<file path="src/rtl/fetch_align.sv">
// Instruction fetch aligner: word fetches in, one 16/32-bit instruction per handshake out.
// Define FETCH_ALIGN_RVC_EN to build compressed-parcel and straddling-instruction support.
module fetch_align #(
  parameter logic [31:0] RESET_PC = 32'h0000_0000
) (
  input  logic        clk,
  input  logic        rst,
  output logic        fetch_req,
  output logic [31:0] fetch_addr,
  input  logic        fetch_ack,
  input  logic [31:0] fetch_data,
  output logic        inst_valid,
  input  logic        inst_ready,
  output logic [31:0] inst_pc,
  output logic [31:0] inst_raw,
  output logic        inst_is_c,
  input  logic        redirect,
  input  logic [31:0] redirect_pc
);

`ifdef FETCH_ALIGN_RVC_EN
  localparam logic [31:0] PC_MASK = 32'hFFFF_FFFE;
`else
  localparam logic [31:0] PC_MASK = 32'hFFFF_FFFC;
`endif

  typedef enum logic [2:0] {
    S_FETCH,
    S_READY,
    S_DISCARD
`ifdef FETCH_ALIGN_RVC_EN
    , S_SPAN,
    S_SPLIT
`endif
  } state_e;

  state_e      state_q, state_d;
  logic [31:0] pc_q, pc_d;
  logic [31:0] word_buf_q, word_buf_d;
  logic        word_valid_q, word_valid_d;
  logic        fetch_req_q, fetch_req_d;
  logic [31:0] fetch_addr_q, fetch_addr_d;
  logic        inst_valid_q, inst_valid_d;
  logic [31:0] inst_pc_q, inst_pc_d;
  logic [31:0] inst_raw_q, inst_raw_d;
  logic        fire;

`ifdef FETCH_ALIGN_RVC_EN
  logic [15:0] half_buf_q, half_buf_d;
  logic        inst_is_c_q, inst_is_c_d;

  function automatic logic is_comp(input logic [1:0] lsbs);
    return lsbs != 2'b11;
  endfunction
`endif

  always_comb begin
    state_d      = state_q;
    pc_d         = pc_q;
    word_buf_d   = word_buf_q;
    word_valid_d = word_valid_q;
`ifdef FETCH_ALIGN_RVC_EN
    half_buf_d   = half_buf_q;
`endif
    fire = inst_valid_q & inst_ready;

    case (state_q)
      S_FETCH: begin
        if (fetch_ack) begin
          word_buf_d   = fetch_data;
          word_valid_d = 1'b1;
          state_d      = S_READY;
        end
      end
      S_READY: begin
`ifdef FETCH_ALIGN_RVC_EN
        if (pc_q[1]) begin
          if (is_comp(word_buf_q[17:16])) begin
            if (fire) begin
              pc_d         = pc_q + 32'd2;
              word_valid_d = 1'b0;
              state_d      = S_FETCH;
            end
          end else begin
            half_buf_d = word_buf_q[31:16];
            state_d    = S_SPAN;
          end
        end else if (is_comp(word_buf_q[1:0])) begin
          if (fire) pc_d = pc_q + 32'd2;
        end else
`endif
        if (fire) begin
          pc_d         = pc_q + 32'd4;
          word_valid_d = 1'b0;
          state_d      = S_FETCH;
        end
      end
`ifdef FETCH_ALIGN_RVC_EN
      S_SPAN: begin
        if (fetch_ack) begin
          word_buf_d = fetch_data;
          state_d    = S_SPLIT;
        end
      end
      S_SPLIT: begin
        if (fire) begin
          pc_d    = pc_q + 32'd4;
          state_d = S_READY;
        end
      end
`endif
      S_DISCARD: begin
        if (fetch_ack) state_d = S_FETCH;
      end
      default: state_d = S_FETCH;
    endcase

    // Redirect overrides everything, including a same-cycle transfer.
    if (redirect) begin
      pc_d         = redirect_pc & PC_MASK;
      word_valid_d = 1'b0;
`ifdef FETCH_ALIGN_RVC_EN
      half_buf_d   = '0;
`endif
      state_d      = (fetch_req_q && !fetch_ack) ? S_DISCARD : S_FETCH;
    end
  end

  // Outputs are computed from the next state and registered.
  always_comb begin
    fetch_req_d  = (state_d == S_FETCH) || (state_d == S_DISCARD);
    fetch_addr_d = fetch_addr_q;
    inst_valid_d = 1'b0;
    inst_pc_d    = pc_d;
    inst_raw_d   = inst_raw_q;
`ifdef FETCH_ALIGN_RVC_EN
    inst_is_c_d  = 1'b0;
    if (state_d == S_SPAN) begin
      fetch_req_d  = 1'b1;
      fetch_addr_d = {pc_d[31:2] + 30'd1, 2'b00};
    end
`endif
    if (state_d == S_FETCH) fetch_addr_d = {pc_d[31:2], 2'b00};

    if (state_d == S_READY && word_valid_d) begin
`ifdef FETCH_ALIGN_RVC_EN
      if (pc_d[1]) begin
        if (is_comp(word_buf_d[17:16])) begin
          inst_valid_d = 1'b1;
          inst_raw_d   = {16'h0000, word_buf_d[31:16]};
          inst_is_c_d  = 1'b1;
        end
      end else if (is_comp(word_buf_d[1:0])) begin
        inst_valid_d = 1'b1;
        inst_raw_d   = {16'h0000, word_buf_d[15:0]};
        inst_is_c_d  = 1'b1;
      end else begin
        inst_valid_d = 1'b1;
        inst_raw_d   = word_buf_d;
      end
`else
      inst_valid_d = 1'b1;
      inst_raw_d   = word_buf_d;
`endif
    end
`ifdef FETCH_ALIGN_RVC_EN
    if (state_d == S_SPLIT) begin
      inst_valid_d = 1'b1;
      inst_raw_d   = {word_buf_d[15:0], half_buf_d};
    end
`endif
  end

  always_ff @(posedge clk or negedge rst) begin
    if (!rst) begin
      state_q      <= S_FETCH;
      pc_q         <= RESET_PC & PC_MASK;
      word_buf_q   <= '0;
      word_valid_q <= 1'b0;
      fetch_req_q  <= 1'b0;
      fetch_addr_q <= {RESET_PC[31:2], 2'b00};
      inst_valid_q <= 1'b0;
      inst_pc_q    <= RESET_PC & PC_MASK;
      inst_raw_q   <= '0;
`ifdef FETCH_ALIGN_RVC_EN
      half_buf_q   <= '0;
      inst_is_c_q  <= 1'b0;
`endif
    end else begin
      state_q      <= state_d;
      pc_q         <= pc_d;
      word_buf_q   <= word_buf_d;
      word_valid_q <= word_valid_d;
      fetch_req_q  <= fetch_req_d;
      fetch_addr_q <= fetch_addr_d;
      inst_valid_q <= inst_valid_d;
      inst_pc_q    <= inst_pc_d;
      inst_raw_q   <= inst_raw_d;
`ifdef FETCH_ALIGN_RVC_EN
      half_buf_q   <= half_buf_d;
      inst_is_c_q  <= inst_is_c_d;
`endif
    end
  end

  assign fetch_req  = fetch_req_q;
  assign fetch_addr = fetch_addr_q;
  assign inst_valid = inst_valid_q;
  assign inst_pc    = inst_pc_q;
  assign inst_raw   = inst_raw_q;
`ifdef FETCH_ALIGN_RVC_EN
  assign inst_is_c  = inst_is_c_q;
`else
  assign inst_is_c  = 1'b0;
`endif

endmodule
</file>
<file path="config.mk">
export PLATFORM = sky130hd
export DESIGN_NAME = fetch_align
export DESIGN_NICKNAME = d
export VERILOG_FILES = /design/src/rtl/fetch_align.sv
export SDC_FILE = /design/constraint.sdc
export NUM_CORES = 1
export LEC_CHECK = 0
export BUFFER_PORTS_ARGS = -buffer_cell sky130_fd_sc_hd__buf_2
export CAP_MARGIN = 30
export CORE_ASPECT_RATIO = 2
export CORE_MARGIN = 2
export CORE_UTILIZATION = 47
export DETAILED_ROUTE_END_ITERATION = 16
export GPL_ROUTABILITY_DRIVEN = 0
export PLACE_DENSITY = 0.73
export SLEW_MARGIN = 5
export SYNTH_ARGS = -nofsm -noshare
export SYNTH_HDL_FRONTEND = slang
export SYNTH_SLANG_ARGS = --single-unit
</file>
<file path="constraint.sdc">
create_clock -name clk -period 2.6 [get_ports clk]
set_input_delay 0.26 -clock clk [delete_from_list [all_inputs] [get_ports clk]]
set_output_delay 0.26 -clock clk [all_outputs]
set_load 0.01 [all_outputs]
</file>
==> flow_summary.toml, run 1 <==
[floorplanning]
row_count = 57
core_sq_um = 12100
die_w_um = 82.6
die_y_um = 161
design.portCount = 168
dieArea_sq_um = 13300
start_util_pct = 47.9

[power]
p_int_mw = 4.30
leakage_nw = 3.51
power-per-cell-area_nw_per_um2 = 828
p_sw_mw = 1.87
p_total_mw = 6.17
seq_power_share_pct = 43.0
worst_ir_drop_vdd_mv = 0.712
switching_share_pct = 30.3
combPwrFrac_pct = 19.2
clkPwrFrac_pct = 37.7

[place]
post-dp-hpwl_um = 11000
dp_slack_ps = 289
dp.cells = 768
placed_area_sq_um = 6850
port_buffers = 160

[detailed_routing]
drc = 0
drt-pass1-iter-count = 4
routedWlPerCell_um = 18.1
wirelength_um = 14500
drtIter0Drc = 296
antenna_left = 0
num_vias = 4372
viasPerCell = 5.45

[grt]
grt_max_degree = 59
grt_pass1_wl_um = 23400
grt_usage_pct = 23.5
grt_pass1_vias = 4750
antenna_found_initial = 1
grt_overflow = 0

[cts]
cts_tree = "yes"
clkTransAtPathRegs_ps = 70
cts.sinks = 130
numCtsBuffers = 17
insertion_delay_ps = 410
clk_path_buf_depth = 2
ctsResizeCount = 0
cts_root_buf = "clkbuf_16"
cts-htree-levels = 4

[setup_path]
path_buf_inv = 0
end_kind = "flip-flop"
cp.required_ps = 2890
path_cells = "ha_1, or3b_2, nor4_4, mux2i_1, o221ai_1, mux2_2"
critPathMaxStageDelay_ps = 510
crit_type = "reg -> reg"
r2r_end = "fetch_addr[16]"
worstPathMaxFanout = 5
cp_slowest_cell = "or3b_2"
reg2reg_depth = 6
reg2reg_from = "inst_pc[2]"
rrSetupSlack_ps = 310
worst_setup_path_start_kind = "flip-flop"
cp_top_family = "simple AND/OR/NAND/NOR gates"
crit_arrival_ps = 2580

[final_layout]
syn_to_final_growth_pct = 28.2
finalNonFillerCells = 802
final_util_pct = 61.4
final_nets = 711
final_area_sq_um = 7450
drive_above_1_share_pct = 47.6

[logic_synthesis]
synth_edf_count = 0
post_synth_inst_count = 463
ys_seq_area_share_pct = 56.0
yosysWarnings = 0
synth_area_leaders = "dfrtp_1, mux2_2, xnor2_1, nand2_1, nor4_4"
syn_area_sq_um = 5810
syn_area_per_cell_sq_um = 12.5
ys_ff_latch = 130
async_flop_share_pct = 100
synth-main-ff-cell = "dfrtp_1"
synth.distinct_cells = 53
synth_top_area_share_pct = 56.0
synth_top_cell_by_area = "dfrtp_1"

[run]
maxCapViolations = 0

[timing]
fmax_ghz = 0.437
setup_ws_ps = 312
post-route-period-util_pct = 88.0
hold_violations = 0
drv_slew = 0
setup_viol = 0
tightestPinTransition_ps = 718
grt_setup_unrepaired = "no"
relSlewSlack_pct = 52.0
timing.hold.ws_ps = 62.7
skew_ps = 13.1
period_needed_ps = 2290
tns_ps = 0

[worst_hold_path]
hold_class = "in -> reg"
worstHoldStart = "fetch_ack"
holdPathEnd = "state_q[1]"
hold_path_depth = 2

[status]
outcome = "complete, no violations"
[state kept, by name, indices dropped and copies added (netlist names)]
signal	cells
inst_pc	30
word_valid_q	1
fetch_req	1
word_buf_q	32
fetch_addr	30
state_q	3
inst_valid	1
inst_raw	32
[power groups by stage]
stage          clock, mW  sequential, mW  combinational [mW]
6_report            2.33            2.65                1.19
5_1_grt             2.47            2.70                1.30
4_1_cts             2.37            2.66                1.21
3_5_place_dp           0            2.69                1.20
3_3_place_gp           0            2.66                1.16
2_1_floorplan          0            2.78               0.530
[how the worst max path moves through the flow]
stage,cells past startpoint,endpoint,from
5_1_grt,5,inst_pc[29],inst_pc[5]
4_1_cts,6,fetch_addr[16],inst_pc[2]
6_report,6,fetch_addr[16],inst_pc[2]
3_3_place_gp,5,fetch_addr[5],state_q[0]
2_1_floorplan,6,fetch_addr[16],inst_pc[2]
3_5_place_dp,6,fetch_addr[16],inst_pc[2]
[what timing repair did]
action	4_1_cts	5_1_grt
buffers inserted	0	0
hold endpoints to repair	33	0
hold buffers	1	0
[logic make-up after synthesis]
logic type	count (synthesis)	share of synthesized area, %
buffers and inverters	30	2.86
other	1	0.0646
flip-flops	130	56.0
adder cells (fa/ha/maj)	1	0.215
multiplexers	89	17.2
XOR/XNOR	25	3.77
AND/OR/NAND/NOR	135	14.0
AO/OA/AOI/OAI	52	5.90
[routing by layer]
| metal | vias to the layer above | part of all wire, % | GRT usage, % |
|---|---|---|---|
| li1 | 2019 | - | - |
| met1 | 2173 | 35 | 24.3 |
| met2 | 151 | 57 | 42.6 |
| met3 | 29 | 5.3 | 6.20 |
| met4 | 0 | 2.9 | 10.1 |
| met5 | - | 0 | 0 |
[area by class of cell]
cell class              instances  area, sq um
multi-input cells             308         2410
well taps                     147          184
diodes                          1         2.50
clock inverters                15          159
inverters                       4         15.0
clock buffers                  17          425
fillers                      1015         4680
repair buffers                180          993
flip-flops and latches        130         3250
[synthesized netlist by cell type, drive strengths merged (5+ instances only)]
cell and n:
a21o 5, a21oi 10, a22oi 6, and3 6
and4 5, buf 16, clkbuf 9, dfrtp 130
mux2 85, nand2 33, nand3 15, nand4 11
nor2 23, nor3 11, nor4 14, o21ai 15
xnor2 18, xor2 7
[layout by cell type (no fill, tap or decap), drive strengths merged, types with 15 or more instances in the layout]
cell,synthesis,routed
o21ai,15,15
clkbuf,9,17
nor2,23,23
mux2,85,85
buf,16,179
xnor2,18,18
nand3,15,15
dfrtp,130,130
inv,4,16
nand2,33,33
(Power assumes the default switching activity.)
==> run 2, diff against run 1 <==
- CORE_ASPECT_RATIO: 2 -> not set
==> flow_summary.toml, run 2 (synthesized netlist as in run 1, its figures left out) <==
[status]
outcome = "complete, no violations"

[setup_path]
path_cells = "nand4_4, or4_1, nor3_1, xor2_1, mux2_2"
end_kind = "flip-flop"
critPathMaxStageDelay_ps = 800
crit_type = "reg -> reg"
worst_setup_path_start_kind = "flip-flop"
cp_top_family = "simple AND/OR/NAND/NOR gates"
crit_arrival_ps = 2610
worstPathMaxFanout = 7
cp_slowest_cell = "or4_1"
cp.required_ps = 2900
path_buf_inv = 0

[cts]
cts-htree-levels = 4
cts.sinks = 130
numCtsBuffers = 17
cts_root_buf = "clkbuf_16"
clk_path_buf_depth = 2
cts_tree = "yes"
ctsResizeCount = 0
insertion_delay_ps = 420
clkTransAtPathRegs_ps = 60
cts_setup_buffers = 0
hold_buffers = 1

[floorplanning]
design.portCount = 168
start_util_pct = 48.2
dieArea_sq_um = 13300
die_y_um = 115
die_w_um = 115
core_sq_um = 12100
row_count = 40

[grt]
antenna_found_initial = 0
grt_pass1_vias = 4516
grt_max_degree = 131
grt_overflow = 0
grt_pass1_wl_um = 22400
grt_usage_pct = 21.8

[timing]
timing.hold.ws_ps = 77.3
setup_viol = 0
tns_ps = 0
tightestPinTransition_ps = 866
relSlewSlack_pct = 42.1
post-route-period-util_pct = 88.9
skew_ps = 5.78
fmax_ghz = 0.433
drv_slew = 0
grt_setup_unrepaired = "no"
hold_violations = 0
period_needed_ps = 2310

[final_layout]
final_nets = 704
layout_commonest_cell = "buf_2"
syn_to_final_growth_pct = 29.7
antenna_cells = 0
layout_common_cells = "buf_2, dfrtp_1, mux2_2"
drive_above_1_share_pct = 47.0

[detailed_routing]
viasPerCell = 5.40
wirelength_um = 13900
antenna_left = 0
num_vias = 4402
routedWlPerCell_um = 17.1
drt-pass1-iter-count = 4
drc = 0
drtIter0Drc = 280

[run]
maxCapViolations = 0

[place]
port_buffers = 160
post-dp-hpwl_um = 9610

[power]
power-per-cell-area_nw_per_um2 = 871
p_total_mw = 6.57
leakage_nw = 3.52
worst_ir_drop_vdd_mv = 0.652

[worst_hold_path]
hold_class = "in -> reg"
## run 2: cell types whose count changed in the layout (fill, tap and decap cells not counted), sizes merged
cell	previous run	this run
clkinv	3	5
clkbuf	17	19
clkinvlp	0	2
bufinv	0	6
buf	179	172
inv	16	4
diode	1	0
## run 2: metal layers
| metal | up-vias | part of all wire, % | global-route usage (%) |
|---|---|---|---|
| met5 | - | 0 | 0 |
| met4 | 0 | 2.4 | 9.80 |
| met2 | 173 | 48 | 35.4 |
| met1 | 2188 | 41 | 26.9 |
| li1 | 2015 | - | - |
| met3 | 26 | 8.1 | 6.91 |
## run 2: worst paths after layout
check / startpoint / end / slack (ps) / cells after the start
max: inst_pc[5] / inst_pc[20] / 290 / 5
min reg2reg: word_buf_q[28] / word_buf_q[28] / 490 / 1
max in group asynchronous: rst / fetch_addr[27] / 1560 / 3
min in group asynchronous: rst / fetch_addr[24] / 440 / 3
min: fetch_ack / state_q[1] / 80 / 2
max reg2reg: inst_pc[5] / inst_pc[20] / 290 / 5
## run 2: power breakdown
group          switching, mW  internal (mW)  leakage, nW  total [mW]
registers              0.238           2.42         1.57        2.66
logic                  0.586          0.589         1.63        1.17
clock network          0.887           1.85        0.329        2.74
## run 2: layout make-up
type / instances / area, sq um
flip-flops and latches: 130 / 3250
fillers: 982 / 4530
multi-input cells: 308 / 2410
clock inverters: 13 / 231
inverters: 4 / 15.0
repair buffers: 173 / 957
well taps: 168 / 210
clock buffers: 19 / 453
## run 2: through the flow
stage | worst slack (ps) | instance area (sq um) | util [%] | instances
final | 289 | 7530 | 62.5 | 815
after global routing | 186 | 7530 | 62.5 | 815
after CTS | 298 | 7530 | 62.5 | 815
after detailed placement | 301 | 6840 | 56.7 | 782
after global placement | 320 | 6830 | 56.6 | 781
after floorplan | 516 | 5830 | - | 468
## run 2: worst reg2reg max path, delay by kind of cell, from the launching register on
kind                      cells  cell delay [ps]
and+or+nand+nor               3             1310
DFF                           1              490
muxes                         1              270
xor gates and xnor gates      1              120
==> run 3, diff against run 2 <==
- CTS_BUF_LIST: not set -> sky130_fd_sc_hd__clkbuf_4 sky130_fd_sc_hd__clkbuf_8
- clock period: 2.6 -> 2.3 ns (I/O delays scaled with it)
==> flow_summary.toml, run 3 (synthesized netlist as in run 1, its figures left out) <==
[timing]
post-route-period-util_pct = 97.4
tns_ps = 0
setup_viol = 0
skew_ps = 8.79
tightestPinTransition_ps = 785
hold_violations = 0
period_needed_ps = 2240
fmax_ghz = 0.447
relSlewSlack_pct = 47.4
drv_slew = 0
grt_setup_unrepaired = "no"

[final_layout]
syn_to_final_growth_pct = 28.6
layout_commonest_cell = "buf_2"
seqCellArea_sq_um = 3250
drive_above_1_share_pct = 48.7
antenna_cells = 0
fillers = 995
multi_input_area_sq_um = 2420
final_area_sq_um = 7470
finalNonFillerCells = 844
layout_common_cells = "buf_2, dfrtp_1, mux2_2"
final_nets = 733

[grt]
grt_pass1_wl_um = 22200
grt_pass1_vias = 4608
grt_usage_pct = 21.7
grt_overflow = 0
antenna_found_initial = 0
grt_max_degree = 53

[floorplanning]
die_y_um = 115
core_sq_um = 12100
start_util_pct = 48.2
die_w_um = 115
row_count = 40
dieArea_sq_um = 13300
design.portCount = 168

[detailed_routing]
wirelength_um = 13800
drtIter0Drc = 295
routedWlPerCell_um = 16.4
drt-pass1-iter-count = 5
drc = 0
num_vias = 4423
antenna_left = 0
viasPerCell = 5.24

[cts]
insertion_delay_ps = 440
clkTransAtPathRegs_ps = 80
clk_path_buf_depth = 2
cts_root_buf = "clkbuf_8"
numCtsBuffers = 17
cts.sinks = 130
cts_tree = "yes"
cts-htree-levels = 4

[worst_hold_path]
hold_class = "in -> reg"

[setup_path]
worst_setup_path_start_kind = "flip-flop"
crit_arrival_ps = 2570
end_kind = "flip-flop"
worstPathMaxFanout = 4
rrSetupSlack_ps = 60
crit_type = "reg -> reg"
cp.required_ps = 2630

[run]
maxCapViolations = 0

[place]
placed_area_sq_um = 6990
dp.cells = 804
post-dp-hpwl_um = 10300
port_buffers = 160

[power]
leakage_nw = 3.53
worst_ir_drop_vdd_mv = 0.573
p_total_mw = 6.28
power-per-cell-area_nw_per_um2 = 841

[status]
outcome = "complete, no violations"
run 3: cell types whose count changed in the layout (fill, tap and decap cells not counted), sizes merged:
cell,previous run,this run
clkbuf,19,18
clkinv,5,9
dlygate4sd3,1,5
inv,4,5
buf,172,197
bufinv,6,2
run 3: final cells by class:
type,instances,area share (%)
Clock buffer,18,3.23
Clock inverter,14,2.13
Inverter,4,0.201
Multi-Input combinational cell,308,32.4
Sequential cell,130,43.6
Tap cell,168,2.81
Timing Repair Buffer,202,15.7
run 3: worst max-delay path, cell delays in order, from the launching register on:
cell and delay [ps]:
dfrtp_1 400, buf_4 150, or3b_2 510, nor4_1 250, buf_4 180, nand4b_1 180
xnor2_1 200, mux2_2 260
run 3: worst paths after layout:
check / cells past startpoint / endpoint / startpoint
max reg2reg: 7 / inst_pc[25] / state_q[1]
min reg2reg: 1 / word_buf_q[12] / word_buf_q[12]
max in group asynchronous: 3 / inst_pc[12] / rst
min in group asynchronous: 2 / inst_pc[29] / rst
min: 2 / word_buf_q[31] / fetch_data[31]
max: 7 / inst_pc[25] / state_q[1]
run 3: power by group:
part           switching, mW  internal (mW)  total, mW
sequential             0.249           2.73       2.98
clock                  0.937          0.986       1.92
combinational          0.682          0.698       1.38
total                   1.87           4.41       6.28
run 3: repair_timing:
item,4_1_cts,5_1_grt
endpoints found under the setup margin,0,1
buffers inserted,0,3
hold buffers,4,1
gates resized for setup,0,1
hold endpoints to repair,28,1
run 3: metal layers:
metal  vias to the layer above  global-route usage [%]  wire [um]
met5                         -                       0          0
met4                         0                    8.84        188
met3                        16                    7.38       1040
met2                       157                    36.9       6900
met1                      2194                    25.2       5680
li1                       2056                       -          -
run 3: through the flow:
stage               hold WS, ps  util [%]  setup WS, ps
floorplan                 -65.6         -           216
global placement            170      57.9         -21.4
detailed placement          175      58.0           133
CTS                        2.19      61.6           112
global route               3.15      61.9          11.1
finish                     32.1      61.9          60.6
